<file path="config.mk">
export PLATFORM = sky130hd
export DESIGN_NAME = uart_tx_arbiter
export DESIGN_NICKNAME = d
export VERILOG_FILES = /design/src/rtl/uart_tx_arbiter.sv
export SDC_FILE = /design/constraint.sdc
export NUM_CORES = 1
export LEC_CHECK = 0
export CAP_MARGIN = 20
export CORE_ASPECT_RATIO = 1.1
export CORE_MARGIN = 3
export CORE_UTILIZATION = 26
export CTS_BUF_LIST = sky130_fd_sc_hd__clkbuf_8
export DETAILED_ROUTE_END_ITERATION = 8
export MAX_ROUTING_LAYER = met4
export PLACE_DENSITY = 0.56
export SYNTH_ARGS = -nofsm -noshare
export SYNTH_HDL_FRONTEND = slang
export SYNTH_SLANG_ARGS = --single-unit
</file>
<file path="constraint.sdc">
create_clock -name clk -period 2.15 [get_ports clk]
set_clock_uncertainty 0.2 [all_clocks]
set_input_delay 0.3225 -clock clk [delete_from_list [all_inputs] [get_ports clk]]
set_output_delay 0.3225 -clock clk [all_outputs]
set_load 0.01 [all_outputs]
</file>
<file path="src/rtl/uart_tx_arbiter.sv">
`default_nettype none
//------------------------------------------------------------------------------
// uart_tx_arbiter: packet-level round-robin sharing of one uart_tx serializer.
// Define UART_ARB_CHANNEL_TAG_EN to prefix every grant with tag byte {4'hA, idx}.
// Revision: 1.0
//------------------------------------------------------------------------------
module uart_tx_arbiter #(
  parameter int NUM_REQ = 4,
  parameter int MAX_GAP = 4096,
  parameter int GAP_W   = 13
) (
  input  logic                 clk,
  input  logic                 rst,
  input  logic [NUM_REQ-1:0]   req_valid,
  input  logic [8*NUM_REQ-1:0] req_data,
  input  logic [NUM_REQ-1:0]   req_last,
  output logic [NUM_REQ-1:0]   req_ready,
  output logic [NUM_REQ-1:0]   grant,
  output logic [7:0]           tx_data,
  output logic                 tx_start,
  input  logic                 tx_busy,
  output logic                 arb_busy,
  output logic                 gap_timeout
);

  localparam int IDX_W = $clog2(NUM_REQ);
  localparam int CW    = IDX_W + 1;

  typedef enum logic [1:0] {
    IDLE      = 2'd0,
    SEND      = 2'd1,
    LAUNCH    = 2'd2,
    WAIT_DONE = 2'd3
  } state_t;

  state_t           state;
  logic [IDX_W-1:0] rr_ptr;
  logic [IDX_W-1:0] owner;
  logic [IDX_W-1:0] owner_next;
  logic [IDX_W-1:0] pick;
  logic             pick_found;
  logic [CW-1:0]    cand;
  logic [GAP_W-1:0] gap_cnt;
  logic             last_byte;
  logic [7:0]       own_data;
  logic             own_valid;
  logic             own_last;

  // Walk downward so the candidate closest to rr_ptr is the one left standing.
  always_comb begin
    pick       = '0;
    pick_found = 1'b0;
    cand       = '0;
    for (int k = NUM_REQ - 1; k >= 0; k--) begin
      cand = {1'b0, rr_ptr} + CW'(k);
      if (cand >= CW'(NUM_REQ)) cand = cand - CW'(NUM_REQ);
      if (req_valid[cand[IDX_W-1:0]]) begin
        pick       = cand[IDX_W-1:0];
        pick_found = 1'b1;
      end
    end
  end

  always_comb begin
    own_data  = '0;
    own_valid = 1'b0;
    own_last  = 1'b0;
    for (int i = 0; i < NUM_REQ; i++) begin
      if (owner == IDX_W'(i)) begin
        own_data  = req_data[i*8 +: 8];
        own_valid = req_valid[i];
        own_last  = req_last[i];
      end
    end
  end

  assign owner_next = (owner == IDX_W'(NUM_REQ - 1)) ? '0 : owner + IDX_W'(1);
  assign req_ready  = (state == SEND) ? grant : '0;
  assign arb_busy   = (state != IDLE);

  always_ff @(posedge clk) begin
    if (rst) begin
      state       <= IDLE;
      grant       <= '0;
      owner       <= '0;
      rr_ptr      <= '0;
      gap_cnt     <= '0;
      last_byte   <= 1'b0;
      tx_data     <= '0;
      tx_start    <= 1'b0;
      gap_timeout <= 1'b0;
    end else begin
      tx_start    <= 1'b0;
      gap_timeout <= 1'b0;
      case (state)
        IDLE: begin
          if (pick_found && !tx_busy) begin
            owner <= pick;
            grant <= {{(NUM_REQ-1){1'b0}}, 1'b1} << pick;
`ifdef UART_ARB_CHANNEL_TAG_EN
            tx_data   <= {4'hA, 4'(pick)};
            tx_start  <= 1'b1;
            last_byte <= 1'b0;
            state     <= LAUNCH;
`else
            state     <= SEND;
`endif
          end
        end
        SEND: begin
          if (own_valid) begin
            tx_data   <= own_data;
            tx_start  <= 1'b1;
            last_byte <= own_last;
            gap_cnt   <= '0;
            state     <= LAUNCH;
          end else if (gap_cnt == GAP_W'(MAX_GAP - 1)) begin
            gap_timeout <= 1'b1;
            gap_cnt     <= '0;
            rr_ptr      <= owner_next;
            grant       <= '0;
            state       <= IDLE;
          end else begin
            gap_cnt <= gap_cnt + GAP_W'(1);
          end
        end
        // uart_tx only raises busy the cycle after tx_start, so skip sampling here.
        LAUNCH: state <= WAIT_DONE;
        WAIT_DONE: begin
          if (!tx_busy) begin
            if (last_byte) begin
              rr_ptr <= owner_next;
              grant  <= '0;
              state  <= IDLE;
            end else begin
              state <= SEND;
            end
          end
        end
        default: state <= IDLE;
      endcase
    end
  end

endmodule
`default_nettype wire

</file>
After elaboration in Yosys (flattened, before gate mapping)
Index checks and enable logic that the tools add are counted.
- logic and storage cells: 110
- output and inout bits: 19
- bits in registers: 34
- input port bits: 43
- shift-type cells: 1
- $lt $le $gt $ge: 8
- reduce and logical (&&, ||, !) cells: 14
- equality and inequality tests: 13
- bitwise operators: 1
- multiplexer cells: 55
- $add $sub $neg: 9
- operators by type and width (cell ; number):
    $mux 2 ; 17
    $mux 8 ; 4
    $mux 13 ; 2
    $mux 4 ; 6
    $mux 1 ; 19
    $add 13x1->13 const B ; 1
    $eq 13x12->1 const B ; 1
    $lt 2x3->1 const B ; 4
    $pmux 4 s3 ; 1
    $ge 3x3->1 const B ; 3
    $bmux 1 s2 ; 4
    $eq 2x2->1 const B ; 4
    $ne 2x2->1 const B ; 4
    $pmux 2 s4 ; 1
    $sub 2x1->2 const B ; 4
    $add 2x2->3 const B ; 2
    $reduce_and 6->1 ; 1
    $reduce_and 5->1 ; 1
    $eq 2x1->1 const B ; 2
    $logic_not 2->1 ; 2
    $pmux 2 s2 ; 1
    $reduce_and 2->1 ; 2
    $reduce_bool 2->1 ; 2
    $shl 1x2->4 const A ; 1
    other kinds (12) ; 12

Longest topological paths before layout
Gate-level depths: netlist (run 1).
- depth after elaboration: 12
- depth in mapped cells: 9
- depth with buffers taken out: 7

Worst setup path after synthesis (run 1)
Ideal clock, no wire load.
- path kind: flip-flop to flip-flop
- start: register owner[0]
- end: register tx_data[4]
- arrival time: 1.696 ns
- path slack: 0.115 ns
- library setup time: 0.139 ns
- cell stages (with the launch flop): 10
- path through: dfxtp_1 > inv_1 > ha_1 > buf_4 > nor3b_1 > a211oi_2 > and2_1 > buf_6 > buf_6 > a211oi_2
- word-level cells in the longest chain between the ends: 6
- ends and longest elaborated chain (what ; RTL line ; RTL):
    start: declaration ; 38 ; logic [IDX_W-1:0] owner;
    start signal: assignment ; 98 ; owner <= pick;
    $logic_not 2->1 ; 69 ; if (owner == IDX_W'(i)) begin
    $mux 1 (4 in a row) ; 69 ;
    $reduce_and 2->1 (no line) ; n/a ;
    end signal: assignment ; 112 ; tx_data <= own_data;
    end: declaration ; 19 ; output logic [7:0] tx_data,
Several ways; a longest one is shown, not always the timed one.
A chain may end at the register's enable or synchronous reset.

==> impl_results.md, run 1 <==
- Setup slack on the worst flop-to-flop path: around 0.15 ns
- CTS sink count: 34
- Endpoint required time on the critical path: about 1.6 ns
- Maximum single-stage delay on the critical path: 0.55 ns
- Final period demand of the worst path: a little over 2 ns
- Ranking of synthesized cells by area: sky130_fd_sc_hd__dfxtp_1 34%, sky130_fd_sc_hd__a211oi_2 6.3%, sky130_fd_sc_hd__nor2_1 6.3%, sky130_fd_sc_hd__a221oi_1 4.4%, sky130_fd_sc_hd__nor2b_1 4.1%
- Chip Height: 97.5 um
- Clock latency on the worst-skew pair: 0.28 ns
- Count of flip-flops with a built-in enable after synthesis: 0
- Initial Utilization: ~27%
- Final routed DRC violation total: 0
- Standard cell with the maximum stage delay on the critical path: sky130_fd_sc_hd__clkdlybuf4s50_1
- Root cell of the clock tree: sky130_fd_sc_hd__clkbuf_8
- Number of cells traversed by the worst register-to-register path: 8
- Leading cell type by number of instances after synthesis: sky130_fd_sc_hd__dfxtp_1
- Worst hold endpoint: gap_cnt[1]
- Total Neg Setup Slack: 0 ns
- Maximum operating frequency: 494 MHz
- Placeable core region: 7210 um^2
- Port-buffer cells: 61
- Die X-Extent: 89.2 um
- Buffers from clock root to sink, at most: 2
- Drt wl/cell: ~13 um
- Pin count of the biggest net entering global routing: 20
- Synth Warn #: 0
- Fraction of registers with async set or reset after synthesis: 0%
- Syn nets: between 200 and 300
- Maximum ir drop on the vdd rail: 258 uV
- Actual transition at the worst max-transition pin: between 0.4 and 0.5 ns
- Detailed Place HPWL: roughly 3900 um
- Layout filler cell count: about 740
- Worst R2R Start: owner[1]
- Number of antenna violations at the first check in global routing: 0
- TritonCTS clock tree: done
- Via-per-instance ratio: between 4 and 5
- Antenna diode instance count: 0
- Inserted Clock Buffers: 5
- Area growth, synth to finish: 50.1%
- Slew headroom: around 73%
- Via count of the first global-routing pass: ~1.9k
- Share of cells above drive strength 1: 18.4%
- First-pass GRT wire length: between 8000 and 9000 um
- Number of core rows: 32
- Total gr overflow: 0
- Vias: 1927
- Static leakage: around 1.1 nW
- Number of max-cap violations: 0
- Core occupancy in the finished layout: 41.2%
- Critical path endpoint category: primary output
- Final period utilization: a little over nine tenths
- Number of distinct library cell variants in the gate-level netlist after synthesis: between 40 and 50
- Global router's overall resource usage: 12.5%
- Family of cells with the greatest summed delay on the critical path: buffers and inverters
- Mapped Cells: 235
- Cells traversed along the worst timing path: nand2b_2 > nor2_1 > clkdlybuf4s50_1
- Sequential fraction of the synthesis area: 34.4%
- Tightest Hold Check Type: flop to flop
- CTS H-tree lvls: 2
- Tot Pwr: 1.77 mW
- Synthesized flop and latch total: 34
- Post-synthesis area per instance: between 8 and 9 um^2
- Die ar.: between 8000 and 9000 um^2
- Synth area leader: sky130_fd_sc_hd__dfxtp_1
- Highest fanout seen on the critical path: 8
- Unrepaired setup endpoints after global routing: no
- Depth of the worst hold-timing path: 2
- Crit path buffers/inverters: 1
- Class of the most critical setup path: flop to primary output
- Number of iterations in the first detailed-routing pass: 4
- Ports: 62
- Pins over their slew limit: 0
- Endpoints failing setup: 0
- Clock Pin Slew Worst Setup and Hold Paths: 0.07 ns
- Setup crit start kind: flop
- Arr. time, crit path: ~1.5 ns
- Worst Hold Margin: 0.280 ns
- Top FF cell, synth: sky130_fd_sc_hd__dfxtp_1
- List of most frequent post-synthesis cells: 34 x sky130_fd_sc_hd__dfxtp_1, 33 x sky130_fd_sc_hd__nor2_1, 16 x sky130_fd_sc_hd__a21oi_1
- Outcome: finished, final reports clean
- Synth top area share: 34.4%
- PwrDens: roughly 600 nW/um^2
- Fin nets: 363
- Worst hold start: gap_cnt[1]
- DRC marker count from the first detailed-route iteration: a little over 90
- Final count of hold timing violations: 0
- Destination of the worst register-to-register timing path: tx_data[0]
- Total length of routed wires: slightly above 5000 um
- Post-synth design cell area: 1980 um^2
- Final ANT Viol Nets: 0
- Final weighted congestion in routability-driven placement: between 0.7 and 0.8
-- area by class of cell --
type / instances / area [um^2] / area share (%)
well taps: 85 / 106 / 3.58
multi-input cells: 174 / 1200 / 40.3
inverters: 12 / 45.0 / 1.52
clock inverters: 3 / 40.0 / 1.35
repair buffers: 88 / 826 / 27.8
flip-flops and latches: 34 / 687 / 23.1
clock buffers: 5 / 68.8 / 2.32
-- metal layers --
| metal | GRT usage [%] | wire [um] | share of wire (%) |
|---|---|---|---|
| met1 | 16.7 | 2380 | 47 |
| met2 | 19.2 | 2520 | 49 |
| met3 | 3.14 | 193 | 3.8 |
| met4 | 2.18 | 8 | 0.16 |
| met5 | - | 0 | 0 |
-- cell families after synthesis --
family	Yosys count	synth area share (%)
AOI/OAI and AO/OA	54	21.8
xor gates and xnor gates	10	4.43
adders and majority gates	5	3.16
buffers and inverters	27	6.77
DFF	34	34.4
muxes	4	2.02
and+or+nand+nor	101	27.4
-- cell usage in the layout, fill, tap and decap left out, types with 7 or more instances in the layout --
master                            instances
sky130_fd_sc_hd__clkdlybuf4s50_1         61
sky130_fd_sc_hd__nor2_1                  33
sky130_fd_sc_hd__dfxtp_1                 31
sky130_fd_sc_hd__buf_4                   26
sky130_fd_sc_hd__a21oi_1                 16
sky130_fd_sc_hd__nor2b_1                 13
sky130_fd_sc_hd__inv_1                   12
sky130_fd_sc_hd__nor3_1                  12
sky130_fd_sc_hd__a211oi_2                10
sky130_fd_sc_hd__a221oi_1                10
sky130_fd_sc_hd__nand2_1                  9
sky130_fd_sc_hd__nand2b_1                 7
sky130_fd_sc_hd__xor2_1                   7
-- worst max path at each step --
stage | startpoint | endpoint | slack, ns | depth (start not counted)
6_report | flop | req_ready[2] | 0.12 | 3
5_1_grt | owner[1] | tx_data[4] | 0.002 | 8
4_1_cts | owner[0] | tx_data[0] | 0.007 | 8
3_5_place_dp | req_valid[0] | grant[3] | -0.16 | 7
3_3_place_gp | req_valid[0] | grant[3] | -0.12 | 7
2_1_floorplan | owner[0] | tx_data[4] | 0.12 | 9
-- sequential cells by signal (all words and copies together), names as in the netlist, named ones only --
name	cells
grant	4
tx_data	8
gap_cnt	13
tx_start	1
last_byte	1
rr_ptr	2
owner	2
state	1
gap_timeout	1
-- power by group --
| group | switching, mW | internal (mW) | total (mW) | leakage, nW |
|---|---|---|---|---|
| registers | 0.0258 | 0.667 | 0.693 | 0.278 |
| logic | 0.223 | 0.287 | 0.510 | 0.751 |
| clock network | 0.230 | 0.341 | 0.571 | 0.0579 |
| total | 0.479 | 1.29 | 1.77 | 1.09 |
-- worst register-to-register path, stage by stage, from the launching register on --
cell                       delay (ns)
sky130_fd_sc_hd__dfxtp_2         0.36
sky130_fd_sc_hd__inv_1           0.06
sky130_fd_sc_hd__ha_1            0.22
sky130_fd_sc_hd__nand3b_4        0.17
sky130_fd_sc_hd__a211oi_4        0.32
sky130_fd_sc_hd__and2_4          0.22
sky130_fd_sc_hd__buf_12          0.14
sky130_fd_sc_hd__nor2_1          0.06
sky130_fd_sc_hd__a211oi_2        0.18
-- metrics by stage --
step	cell area (um^2)	setup WS, ns	cells
6_report	2970	0.124	401
5_1_grt	2970	0.00233	401
4_1_cts	2890	0.00722	395
3_5_place_dp	2780	-0.159	387
3_3_place_gp	2780	-0.119	387
2_1_floorplan	1980	0.115	235
-- repair_timing --
action / 4_1_cts / 5_1_grt
pin swaps: 1 / 2
hold buffers: 0 / 0
gates resized for setup: 1 / 10
endpoints found under the setup margin: 6 / 31
setup buffers: 0 / 6
hold endpoints to repair: 0 / 0
(Power assumes the default switching activity.)
==> inputs of run 2 (changes only) <==
- REMOVE_ABC_BUFFERS: not set -> 1
==> run 2 against run 1 <==
Wire length grew 1.9%; sequential share of layout area grew 0.12 points; largest cell class unchanged; total power shrank 5.3%.
==> impl_results.md, run 2 (synthesis gave the netlist of run 1 again) <==
- Slew headroom: around 72%
- Final period demand of the worst path: between 2 and 2.5 ns
- Outcome: finished, final reports clean
- Tightest Hold Check Type: flop to flop
- PwrDens: roughly 570 nW/um^2
- Port-buffer cells: 61
- Root cell of the clock tree: sky130_fd_sc_hd__clkbuf_8
- Total Neg Setup Slack: 0 ns
- Final weighted congestion in routability-driven placement: roughly 0.79
- Highest fanout seen on the critical path: 18
- Final count of hold timing violations: 0
- Clock latency on the worst-skew pair: roughly 0.28 ns
- Final ANT Viol Nets: 0
- Chip Height: 97.5 um
- Total length of routed wires: 5210 um
- Die X-Extent: 89.2 um
- Vias: around 1.9k
- Largest registers ranked by flip-flop count: gap_cnt (13), tx_data (8), grant (4)
- Switching pwr: between 0.4 and 0.5 mW
- Clock Pin Slew Worst Setup and Hold Paths: 0.07 ns
- Total gr overflow: 0
- Initial Utilization: between 20% and 30%
- Buffers from clock root to sink, at most: 2
- Number of core rows: 32
- Number of antenna violations at the first check in global routing: 0
- Via-per-instance ratio: 4.76
- Internal Pwr Total: ~1.2 mW
- Detailed Place HPWL: between 3000 and 4000 um
- Combinational group share of total power: between 30% and 40%
- DRC marker count from the first detailed-route iteration: 49
- Setup slack of the critical path after layout: 0.123 ns
- Final period utilization: between 90 and 100%
- Arr. time, crit path: between 2 and 2.5 ns
- CTS H-tree lvls: 2
- Static leakage: 1.08 nW
- Number of placed cells counting well taps: ~390
- TritonCTS clock tree: done
- Drt wl/cell: about 13 um
- Relative contribution of sequential cells to total power: just over 40%
- Class of the most critical setup path: flop to flop
- Maximum ir drop on the vdd rail: 238 uV
- Actual transition at the worst max-transition pin: roughly 0.41 ns
- Worst Hold Margin: 0.276 ns
- Number of iterations in the first detailed-routing pass: 4
- Global router's overall resource usage: between 10% and 20%
- Inserted Clock Buffers: 5
- Number of max-cap violations: 0
- Relative contribution of the clock network to total power: between 20% and 30%
- Pins over their slew limit: 0
- Area growth, synth to finish: 49.3%
- Flip-flop count of the largest register after layout: 13
- Placeable core region: 7210 um^2
- Via count of the first global-routing pass: between 1.5k and 2k
- First-pass GRT wire length: around 8300 um
- Final routed DRC violation total: 0
- Final cell count without fillers: around 400
- Antenna diode instance count: 0
- Endpoint required time on the critical path: 2.16 ns
- Maximum operating frequency: roughly 490 MHz
- Ports: between 60 and 70
- Critical path endpoint category: flop
- Register ranked first by flip-flop count: gap_cnt
- Net switching share of the total power: about 28%
- Setup crit start kind: flop
- CTS sink count: 34
- Highest-count cells in the layout ignoring fill and taps: 61 x sky130_fd_sc_hd__clkdlybuf4s50_1, 33 x sky130_fd_sc_hd__nor2_1, 31 x sky130_fd_sc_hd__dfxtp_1
- Leading cell type in the layout, fill and taps excluded: sky130_fd_sc_hd__clkdlybuf4s50_1
- Worst setup slack after placement: -0.0893 ns
- Endpoints failing setup: 0
- CTS Hold Bufs: 0
- Share of cells above drive strength 1: 17.7%
- Die ar.: 8690 um^2
- Tot Pwr: approximately 1.7 mW
- Fin nets: ~360
- Pin count of the biggest net entering global routing: 20
-- run 2: cell count changes in the layout (fill, tap and decap cells not counted) --
cell	delta
sky130_fd_sc_hd__ha_2	-1
sky130_fd_sc_hd__ha_1	+1
sky130_fd_sc_hd__nand2b_2	-1
sky130_fd_sc_hd__clkbuf_8	+1
sky130_fd_sc_hd__bufinv_16	-1
sky130_fd_sc_hd__clkinv_2	-1
sky130_fd_sc_hd__inv_1	+1
sky130_fd_sc_hd__nand2b_4	+1
-- run 2: worst max-delay path: stages, from the launching register on --
cell and delay, ns:
sky130_fd_sc_hd__dfxtp_4 0.37, sky130_fd_sc_hd__inv_1 0.06, sky130_fd_sc_hd__ha_1 0.23, sky130_fd_sc_hd__nor3b_2 0.18, sky130_fd_sc_hd__a211oi_4 0.32, sky130_fd_sc_hd__and2_4 0.22
sky130_fd_sc_hd__buf_12 0.14, sky130_fd_sc_hd__nor2_1 0.06, sky130_fd_sc_hd__a211oi_2 0.17
-- run 2: stage by stage --
step / util, % / area [um^2]
after global routing: 41.0 / 2950
final: 41.0 / 2950
after floorplan: - / 1890
after CTS: 39.9 / 2880
after detailed placement: 38.6 / 2780
after global placement: 38.6 / 2780
-- run 2: per-layer routing --
layer  track usage [%]  part of all wire (%)  vias up
met5                 -                     0        -
li1                  -                     -      992
met2              18.8                    44       52
met1              15.3                    48      860
met3              3.82                   7.7        4
met4              2.75                  0.63        0
-- run 2: cell type report --
| type | count | area [um^2] |
|---|---|---|
| clock inverter | 2 | 8.76 |
| multi-input combinational | 174 | 1200 |
| clock buffer | 6 | 82.6 |
| tap | 85 | 106 |
| timing repair buffer | 88 | 826 |
| fill | 727 | 4250 |
| inverter | 12 | 45.0 |
| sequential | 34 | 687 |
-- run 2: repair_timing --
| item | 4_1_cts | 5_1_grt |
|---|---|---|
| pin swaps | 1 | 2 |
| gates resized for setup | 0 | 11 |
| endpoints found under the setup margin | 4 | 32 |
| buffers inserted | 0 | 5 |
| cloned | 0 | 0 |
-- run 2: power groups by stage --
stage               registers [mW]  clock network, mW  logic, mW
floorplan                    0.714                  0      0.223
finish                       0.691              0.475      0.514
CTS                          0.689              0.503      0.494
detailed placement           0.704                  0      0.490
global placement             0.703                  0      0.486
global route                 0.696              0.533      0.561
-- run 2: path summary, 6_finish.rpt --
check / start / end / slack [ns] / cells past startpoint
setup / recovery: owner[0] / tx_data[2] / 0.12 / 8
hold / removal: gap_cnt[1] / gap_cnt[1] / 0.28 / 2
setup reg to reg: owner[0] / tx_data[2] / 0.12 / 8
hold reg to reg: gap_cnt[1] / gap_cnt[1] / 0.28 / 2
==> inputs of run 3 (changes only) <==
- CORE_ASPECT_RATIO: 1.1 -> not set
==> run 3 against run 2 <==
Worst hold slack got worse by 0.0023 ns; sequential power barely moved; cell area rose by 0.42%; critical path type is now flop to primary output; final cell count increased by 2.7%; utilization is 0.52 points lower; clock power up 5.5%; highest routed layer unchanged; clock-buffer cell count is the same; global-route usage is 1.2 points higher; largest cell class unchanged; die area hardly changed.
==> impl_results.md, run 3 (synthesis gave the netlist of run 1 again) <==
- Outcome: finished, final reports clean
- Inserted Clock Buffers: 5
- Static leakage: 1.07 nW
- Global router's overall resource usage: 13.3%
- Unrepaired setup endpoints after global routing: no
- Clock Pin Slew Worst Setup and Hold Paths: around 0.07 ns
- Total gr overflow: 0
- Tightest Hold Check Type: flop to flop
- Placeable core region: 7330 um^2
- Clock latency on the worst-skew pair: approximately 0.29 ns
- Largest registers ranked by flip-flop count: gap_cnt (13), tx_data (8), grant (4)
- Worst hold endpoint: gap_cnt[1]
- Final count of hold timing violations: 0
- Class of the most critical setup path: flop to primary output
- Share of cells above drive strength 1: ~17%
- First-pass GRT wire length: about 9000 um
- Via count of the first global-routing pass: just under 2k
- Worst hold start: gap_cnt[1]
- Relative contribution of the clock network to total power: 29.4%
- Switching pwr: 0.497 mW
- Die ar.: ~8700 um^2
- Final period demand of the worst path: slightly above 2 ns
- Die X-Extent: 93.2 um
- Combinational group share of total power: 30.1%
- TritonCTS clock tree: done
- Destination of the worst register-to-register timing path: last_byte
- Arr. time, crit path: ~1.5 ns
- Setup crit start kind: flop
- Maximum ir drop on the vdd rail: 208 uV
- DRC marker count from the first detailed-route iteration: between 80 and 90
- Final routed DRC violation total: 0
- Area post-placement: about 2800 um^2
- Buffers from clock root to sink, at most: 2
- Number of max-cap violations: 0
- Number of iterations in the first detailed-routing pass: 4
- Number of placed cells counting well taps: 403
- Final cell count without fillers: between 400 and 500
- Setup slack of the critical path after layout: roughly 0.086 ns
- PwrDens: around 570 nW/um^2
- Slew headroom: 69.6%
- Via-per-instance ratio: roughly 4.6
- Port-buffer cells: 61
- Number of antenna violations at the first check in global routing: 0
- Highest fanout seen on the critical path: 9
- Drt wl/cell: 13.0 um
- Pin count of the biggest net entering global routing: 20
- Vias: approximately 1.9k
- Setup slack on the worst flop-to-flop path: between 0.1 and 0.15 ns
- Pins over their slew limit: 0
- Final ANT Viol Nets: 0
- Fin nets: 360
- Endpoint required time on the critical path: ~1.6 ns
- Summed area of non-filler cells in the final layout: a little under 3000 um^2
- CTS H-tree lvls: 2
- Leading cell type in the layout, fill and taps excluded: sky130_fd_sc_hd__clkdlybuf4s50_1
- Area growth, synth to finish: 50.0%
- Net switching share of the total power: 29.2%
- Internal Pwr Total: between 1 and 1.5 mW
- Relative contribution of sequential cells to total power: about two fifths
- Depth of the worst hold-timing path: 2
- Critical path endpoint category: primary output
- Number of cells traversed by the worst register-to-register path: 7
- Endpoints failing setup: 0
- Final period utilization: between 90% and 100%
- Antenna diode instance count: 0
- Ports: 62
- Highest-count cells in the layout ignoring fill and taps: 61 x sky130_fd_sc_hd__clkdlybuf4s50_1, 33 x sky130_fd_sc_hd__nor2_1, 32 x sky130_fd_sc_hd__dfxtp_1
- Maximum operating frequency: slightly below 500 MHz
- Number of core rows: 31
- Total length of routed wires: approximately 5400 um
- Flip-flop count of the largest register after layout: 13
- Worst R2R Start: owner[0]
- CTS sink count: 34
- Final weighted congestion in routability-driven placement: about 0.74
- Chip Height: 93.2 um
- Root cell of the clock tree: sky130_fd_sc_hd__clkbuf_8
- Register ranked first by flip-flop count: gap_cnt
- Worst setup slack after placement: -0.119 ns
- Detailed Place HPWL: a little over 4000 um
- Initial Utilization: 27.0%
- Actual transition at the worst max-transition pin: about 0.45 ns
## run 3: cell types whose count changed in the layout (fill, tap and decap cells not counted), sizes merged
| cell | before | now |
|---|---|---|
| buf | 27 | 24 |
| clkinvlp | 0 | 1 |
| inv | 13 | 12 |
## run 3: worst max-delay path by stage
stage / to / slack [ns] / start / cells past startpoint
after floorplan: last_byte / -0.36 / owner[0] / 6
after global placement: grant[1] / -0.08 / req_valid[1] / 6
after detailed placement: grant[2] / -0.12 / req_valid[0] / 9
after CTS: last_byte / 0.03 / owner[0] / 8
after global routing: grant[0] / 0.01 / req_valid[0] / 9
final: req_ready[2] / 0.09 / flop / 3
## run 3: through the flow
step / utilization (%) / hold WS, ns / total power, mW / setup TNS (ns)
floorplan: - / 0.187 / 0.937 / -5.56
global placement: 38.5 / 0.266 / 1.20 / -0.754
detailed placement: 38.5 / 0.273 / 1.20 / -1.56
CTS: 39.9 / 0.281 / 1.71 / 0
global route: 40.5 / 0.314 / 1.81 / 0
finish: 40.5 / 0.274 / 1.70 / 0
## run 3: power groups by stage
stage	sequential, mW	combinational (mW)	clock, mW
after detailed placement	0.704	0.498	0
after global routing	0.695	0.562	0.555
after floorplan	0.714	0.223	0
final	0.689	0.512	0.501
after global placement	0.703	0.494	0
after CTS	0.690	0.507	0.516
## run 3: metal layers
layer	wire length (um)	up-vias	global-route usage [%]	part of all wire, %
li1	-	983	-	-
met1	2650	857	16.7	49
met2	2220	65	20.3	41
met3	426	8	4.34	7.9
met4	74	0	4.40	1.4
met5	0	-	-	0
## run 3: final cells by class
class                   count  area [um^2]
fillers                   732         4360
clock buffers               6         82.6
clock inverters             2         12.5
flip-flops and latches     34          686
multi-input cells         174         1200
well taps                  99          124
repair buffers             85          816
inverters                  12         45.0
## run 3: worst max-delay path: stages, from the launching register on
cell,delay [ns]
sky130_fd_sc_hd__dfxtp_1,0.32
sky130_fd_sc_hd__nand2b_2,0.26
sky130_fd_sc_hd__nor2_1,0.12
sky130_fd_sc_hd__clkdlybuf4s50_1,0.55
## run 3: what timing repair did
action	4_1_cts	5_1_grt
buffers inserted	1	0
resized for setup	2	8
hold buffers	0	0
pin swaps	2	1
endpoints found under the setup margin	17	26
